===== src/rtl/stripes_ctrl_pkg.sv =====
// Shared definitions for the bit-serial inner-product sequencer and its datapath.
package stripes_ctrl_pkg;

  // Maximum neuron precision in bits (equals the synapse width).
  localparam int unsigned NMAX_BITS    = 16;
  // Adder-tree pipeline registers between neuron-bit input and accumulator input.
  localparam int unsigned PIPE_DEFAULT = 1;
  // Field widths of the command interface.
  localparam int unsigned PREC_W       = 5;
  localparam int unsigned BRICK_W      = 8;

  typedef enum logic [1:0] {
    StIdle  = 2'd0,
    StIssue = 2'd1,
    StDrain = 2'd2
  } ctrl_state_e;

  // A precision of 0 or above the maximum means "full precision".
  function automatic int unsigned clamp_prec(input int unsigned prec, input int unsigned nmax);
    return ((prec == 0) || (prec > nmax)) ? nmax : prec;
  endfunction

endpackage


===== src/rtl/ctrl_delay_line.sv =====
// Fixed-depth shift register with a valid lane; tracks in-flight results.
module ctrl_delay_line #(
  parameter int unsigned Depth = 2,
  parameter int unsigned Width = 1
) (
  input  logic             clk,
  input  logic             reset,
  input  logic             valid_i,
  input  logic [Width-1:0] data_i,
  output logic             valid_o,
  output logic [Width-1:0] data_o,
  output logic             nonempty_o
);

  logic [Depth-1:0] vld_q;
  logic [Width-1:0] dat_q [Depth];

  // Shift valid and payload one stage per cycle; reset drops everything in flight.
  always_ff @(posedge clk or negedge reset) begin
    if (!reset) begin
      vld_q <= '0;
      for (int i = 0; i < Depth; i++) dat_q[i] <= '0;
    end else begin
      vld_q[0] <= valid_i;
      dat_q[0] <= data_i;
      for (int i = 1; i < Depth; i++) begin
        vld_q[i] <= vld_q[i-1];
        dat_q[i] <= dat_q[i-1];
      end
    end
  end

  // Payload is only meaningful alongside the strobe, so hold it at zero otherwise.
  always_comb begin
    valid_o    = vld_q[Depth-1];
    data_o     = vld_q[Depth-1] ? dat_q[Depth-1] : '0;
    nonempty_o = |vld_q;
  end

endmodule


===== src/rtl/serial_ip_ctrl.sv =====
// Sequencer for the bit-serial inner-product array: accepts a command, issues neuron bits
// MSB-first brick by brick, and produces accumulator-load and result-valid strobes.
module serial_ip_ctrl
  import stripes_ctrl_pkg::*;
#(
  parameter int unsigned PIPE = PIPE_DEFAULT,
  parameter int unsigned NMAX = NMAX_BITS,
  parameter int unsigned PW   = PREC_W,
  parameter int unsigned BW   = BRICK_W
) (
  input  logic          clk,
  input  logic          reset,
  input  logic          i_cmd_valid,
  output logic          o_cmd_ready,
  input  logic [PW-1:0] i_cmd_prec,
  input  logic [BW-1:0] i_cmd_bricks_m1,
  output logic          o_busy,
  output logic          o_issue,
  output logic [PW-1:0] o_bit_idx,
  output logic          o_first_cycle,
  output logic [BW-1:0] o_brick_idx,
  output logic          o_acc_load,
  output logic          o_psum_zero,
  output logic          o_out_valid,
  output logic          o_out_last
);

  localparam int unsigned DCW = (PIPE > 1) ? $clog2(PIPE) : 1;

  ctrl_state_e   state_q, state_d;
  logic [PW-1:0] prec_q, prec_d;
  logic [PW-1:0] bit_q, bit_d;
  logic [BW-1:0] brick_q, brick_d;
  logic [BW-1:0] bricks_m1_q, bricks_m1_d;
  logic [DCW-1:0] drain_q, drain_d;

  logic [PW-1:0] prec_in;
  logic          more_bricks;
  logic          dl_valid, dl_last, dl_nonempty;

  assign prec_in     = PW'(clamp_prec(32'(i_cmd_prec), NMAX));
  // Brick index saturates at bricks_m1, so an all-ones count never wraps.
  assign more_bricks = (brick_q < bricks_m1_q);

  // State and sequencing counters.
  always_ff @(posedge clk or negedge reset) begin
    if (!reset) begin
      state_q     <= StIdle;
      prec_q      <= '0;
      bit_q       <= '0;
      brick_q     <= '0;
      bricks_m1_q <= '0;
      drain_q     <= '0;
    end else begin
      state_q     <= state_d;
      prec_q      <= prec_d;
      bit_q       <= bit_d;
      brick_q     <= brick_d;
      bricks_m1_q <= bricks_m1_d;
      drain_q     <= drain_d;
    end
  end

  // Next-state: latch command, count bits down, drain the adder tree, advance bricks.
  always_comb begin
    state_d     = state_q;
    prec_d      = prec_q;
    bit_d       = bit_q;
    brick_d     = brick_q;
    bricks_m1_d = bricks_m1_q;
    drain_d     = drain_q;
    unique case (state_q)
      StIdle: begin
        if (i_cmd_valid) begin
          prec_d      = prec_in;
          bricks_m1_d = i_cmd_bricks_m1;
          bit_d       = prec_in - PW'(1);
          brick_d     = '0;
          state_d     = StIssue;
        end
      end
      StIssue: begin
        if (bit_q != '0) begin
          bit_d = bit_q - PW'(1);
        end else if (PIPE != 0) begin
          drain_d = DCW'(PIPE - 1);
          state_d = StDrain;
        end else if (more_bricks) begin
          // No tree stages: next brick starts right after bit 0.
          brick_d = brick_q + BW'(1);
          bit_d   = prec_q - PW'(1);
        end else begin
          state_d = StIdle;
        end
      end
      StDrain: begin
        if (drain_q != '0) begin
          drain_d = drain_q - DCW'(1);
        end else if (more_bricks) begin
          brick_d = brick_q + BW'(1);
          bit_d   = prec_q - PW'(1);
          state_d = StIssue;
        end else begin
          state_d = StIdle;
        end
      end
      default: state_d = StIdle;
    endcase
  end

  // Outputs decoded from the current state; indices read zero when nothing is issued.
  always_comb begin
    o_cmd_ready   = (state_q == StIdle);
    o_issue       = (state_q == StIssue);
    o_bit_idx     = o_issue ? bit_q : '0;
    o_brick_idx   = o_issue ? brick_q : '0;
    o_first_cycle = o_issue && (bit_q == (prec_q - PW'(1)));
    o_acc_load    = o_first_cycle;
    o_psum_zero   = o_acc_load && (brick_q == '0);
    dl_valid      = o_issue && (bit_q == '0);
    dl_last       = (brick_q == bricks_m1_q);
    o_busy        = !o_cmd_ready || dl_nonempty;
  end

  // Bit-0 issue reaches the accumulator PIPE+1 cycles later; tag it with the last-brick flag.
  ctrl_delay_line #(
    .Depth (PIPE + 1),
    .Width (1)
  ) u_delay_line (
    .clk        (clk),
    .reset      (reset),
    .valid_i    (dl_valid),
    .data_i     (dl_last),
    .valid_o    (o_out_valid),
    .data_o     (o_out_last),
    .nonempty_o (dl_nonempty)
  );

endmodule


===== config.mk =====
export PLATFORM = sky130hd
export DESIGN_NAME = serial_ip_ctrl
export DESIGN_NICKNAME = d
export VERILOG_FILES = /design/src/rtl/stripes_ctrl_pkg.sv /design/src/rtl/ctrl_delay_line.sv /design/src/rtl/serial_ip_ctrl.sv
export SDC_FILE = /design/constraint.sdc
export NUM_CORES = 1
export LEC_CHECK = 0
export ABC_AREA = 1
export CORE_ASPECT_RATIO = 0.8
export CORE_MARGIN = 2
export CORE_UTILIZATION = 25
export DETAILED_ROUTE_END_ITERATION = 8
export GPL_TIMING_DRIVEN = 0
export PLACE_DENSITY_LB_ADDON = 0.2
export SLEW_MARGIN = 20
export SYNTH_ARGS = -nofsm -noshare
export SYNTH_HDL_FRONTEND = slang
export SYNTH_SLANG_ARGS = --single-unit

===== constraint.sdc =====
create_clock -name clk -period 2.39 [get_ports clk]
set_input_delay 0.239 -clock clk [delete_from_list [all_inputs] [get_ports clk]]
set_output_delay 0.239 -clock clk [all_outputs]
set_load 0.01 [all_outputs]

==> impl_metrics.json <==
{
  "relSlewSlack_pct": 63.6,
  "grt.total_usage_pct": 12.5,
  "clock_latency_ns": 0.29,
  "synthesis.area_sq_um": 2060,
  "path_class": "reg -> out",
  "fmax_ghz": 0.449,
  "placed_area_sq_um": 2570,
  "r2r_cells": 8,
  "cp.arrival_ns": 1.99,
  "num-nets-final": 346,
  "ir_drop_uv": 366,
  "port_buffers": 36,
  "syn_inst": 272,
  "dr.pass1.iters": 4,
  "worstSetupStartpointType": "flop",
  "synth_common_cells": "nand2_1, inv_1, nor2_1, dfrtp_1",
  "syn_to_final_growth_pct": 31.9,
  "grt_pass1_vias": 1755,
  "rsz0062_at_grt": "true",
  "period_share_pct": 93.2,
  "hold_viol": 0,
  "path_buf_inv": 2,
  "grt_max_degree": 24,
  "post-route-drc-count": 0,
  "synth-edff-count": 0,
  "power_density_nw_per_um2": 1120,
  "worst-path-stages": 10,
  "htreeDepth": 2,
  "path_clk_slew_ns": 0.08,
  "die_h_microns": 85.2,
  "fin_ws_ns": 0.162,
  "io_pins": 37,
  "cap_violations": 0,
  "min_period_ns": 2.23,
  "holdWs_ns": 0.352,
  "ant_nets": 0,
  "grt-ovfl-total": 0,
  "outcome": "finished clean",
  "r2r-end": "bit_q[0]",
  "yosysUniqueCellTypes": 31,
  "dieArea_sq_um": 8980,
  "final_cell_area_sq_um": 2720,
  "routed_wl_mm": 5.23,
  "antenna_found_initial": 0,
  "cts_tree": "built",
  "drive_gt1_share_pct": 12.9,
  "cellLeakagePower_nw": 1.32,
  "synth_top_cell_by_area": "dfrtp_1",
  "yosys_warnings": 0,
  "synth.net_count": 301,
  "critPathSlowestCell": "dfrtp_1",
  "drt_iter0_drc": 81,
  "rows": 29,
  "yosys.cell_count.top_type": "nand2_1",
  "grt_pass1_wl_mm": 8.80,
  "crit_fanout": 3,
  "slew_violations": 0,
  "hpwl_mm": 4.04,
  "worstMarginPinSlew_ns": 0.545,
  "yosysTopAreaCellShare_pct": 38.9,
  "synth.avg_cell_area_sq_um": 7.57,
  "antenna_cells": 0,
  "ys_seq_area_share_pct": 38.9,
  "max_stage_delay_ns": 0.35,
  "post_drt_wl_per_cell_microns": 12.3,
  "cpLargestDelayFamily": "simple AND/OR/NAND/NOR gates",
  "async_flop_share_pct": 100,
  "coreArea_sq_um": 7950,
  "clock-skew-final_ns": 0.00572,
  "setup_viol": 0,
  "pre_cts_ws_ns": 0.0450,
  "place_congestion": 0.791,
  "worstSetupEndpointType": "output pin",
  "vias_per_cell": 4.24,
  "worstPathCellList": "inv_1 > ha_1 > nand2_1 > nand2_1 > nor3_1 > nand2_1 > nor2_2 > nand3_2 > nor2_2 > clkdlybuf4s15_1",
  "synthTopCellsByArea": "dfrtp_1, nand2_1, inv_1",
  "path_common_cell": "nand2_1",
  "worstHoldPathType": "in -> async",
  "p_total_mw": 3.05,
  "cts.root.buffer_cell": "clkbuf_8",
  "required_ns": 2.15,
  "clock_path_buffers": 2,
  "cts.sinks": 32,
  "synthFlopType": "dfrtp_1",
  "die_w_microns": 105,
  "numCtsBuffers": 5,
  "vias": 1808,
  "r2r_slack_ns": 0.55,
  "timing.rr.start": "brick_q[7]",
  "ys_seq_elements": 32,
  "start_util_pct": 25.9
}
## power by group
group	switching, mW	total (mW)	internal (mW)
Clock	0.223	0.531	0.308
Sequential	0.116	0.837	0.721
Combinational	0.972	1.68	0.711
## cells by family (layout without fill, tap and decap cells)
group	count (synthesis)	count (layout)	synth area share [%]
simple gates	126	126	28.0
buf+inv	55	101	10.6
compound gates	36	36	10.3
flops	32	32	38.9
fa+ha+maj	13	13	7.90
xor+xnor	10	10	4.25
## cell usage in the layout (no fill, tap or decap), types with 2 or more instances in the layout
master / synthesis / routed
nand3_2: 2 / 3
o211ai_1: 2 / 2
clkbuf_8: 0 / 5
a21oi_2: 2 / 2
a21oi_1: 6 / 6
o21ai_0: 19 / 19
xnor2_1: 2 / 2
nand2_1: 50 / 50
buf_2: 1 / 2
nand3_1: 19 / 18
xor2_2: 0 / 2
inv_2: 4 / 4
dfrtp_1: 32 / 32
nand4_1: 4 / 4
nand2_2: 5 / 5
nand2_4: 3 / 3
inv_1: 45 / 45
ha_1: 13 / 13
clkdlybuf4s50_1: 0 / 32
xor2_1: 8 / 6
nor3_1: 2 / 2
buf_4: 1 / 3
nor2_2: 1 / 3
nor2_4: 2 / 2
nor2_1: 37 / 35
o21ai_1: 3 / 3
## per-stage QoR
step	util, %	cells	TNS [ns]
floorplan	-	272	0
global placement	32.2	416	0
detailed placement	32.3	417	0
CTS	34.1	427	0
global route	34.2	426	-0.0209
finish	34.2	426	0
## per-layer routing
| metal | vias up | track usage [%] | part of all wire (%) |
|---|---|---|---|
| met3 | 8 | 3.07 | 4.9 |
| met2 | 34 | 17.5 | 40 |
| li1 | 939 | - | - |
| met5 | - | 0 | 0 |
| met1 | 827 | 18.7 | 53 |
| met4 | 0 | 4.00 | 1.3 |
## layout make-up
| class | count | area, sq um |
|---|---|---|
| fillers | 821 | 5230 |
| multi-input cells | 185 | 1060 |
| flip-flops and latches | 32 | 801 |
| repair buffers | 39 | 389 |
| inverters | 50 | 188 |
| well taps | 108 | 135 |
| clock buffers | 5 | 68.8 |
| clock inverters | 3 | 42.5 |
| plain buffers | 4 | 27.5 |
## state kept, by name (all words and copies together), names as in the netlist
register and cells:
bit_q 5, brick_q 8, bricks_m1_q 8, prec_q 5, state_q 2, u_delay_line.dat_q 2
u_delay_line.vld_q 2
## worst max-delay path by stage
stage | start | end | slack, ns
global placement | i_cmd_prec[2] | bit_q[4] | 0.05
floorplan | i_cmd_prec[3] | bit_q[4] | 0.67
CTS | prec_q[0] | o_psum_zero | 0.07
global route | prec_q[0] | o_acc_load | -0.01
detailed placement | prec_q[0] | o_first_cycle | 0.05
finish | prec_q[0] | o_psum_zero | 0.16
## worst register-to-register path, stage by stage, from the launching register on
cell,delay [ns]
dfrtp_1,0.45
ha_1,0.33
nand2_1,0.08
nor2_1,0.14
nand2_1,0.12
nand2_2,0.20
nand2_2,0.16
o211ai_1,0.12
o21ai_0,0.11
## repair_timing
item	4_1_cts	5_1_grt
hold buffers	1	0
buffers inserted	1	0
gates resized for setup	5	4
endpoints found under the hold margin	9	0
setup endpoints to repair	3	3
cloned	0	0
pin swaps	0	0
Note: power is estimated with default switching activity, not from simulation.
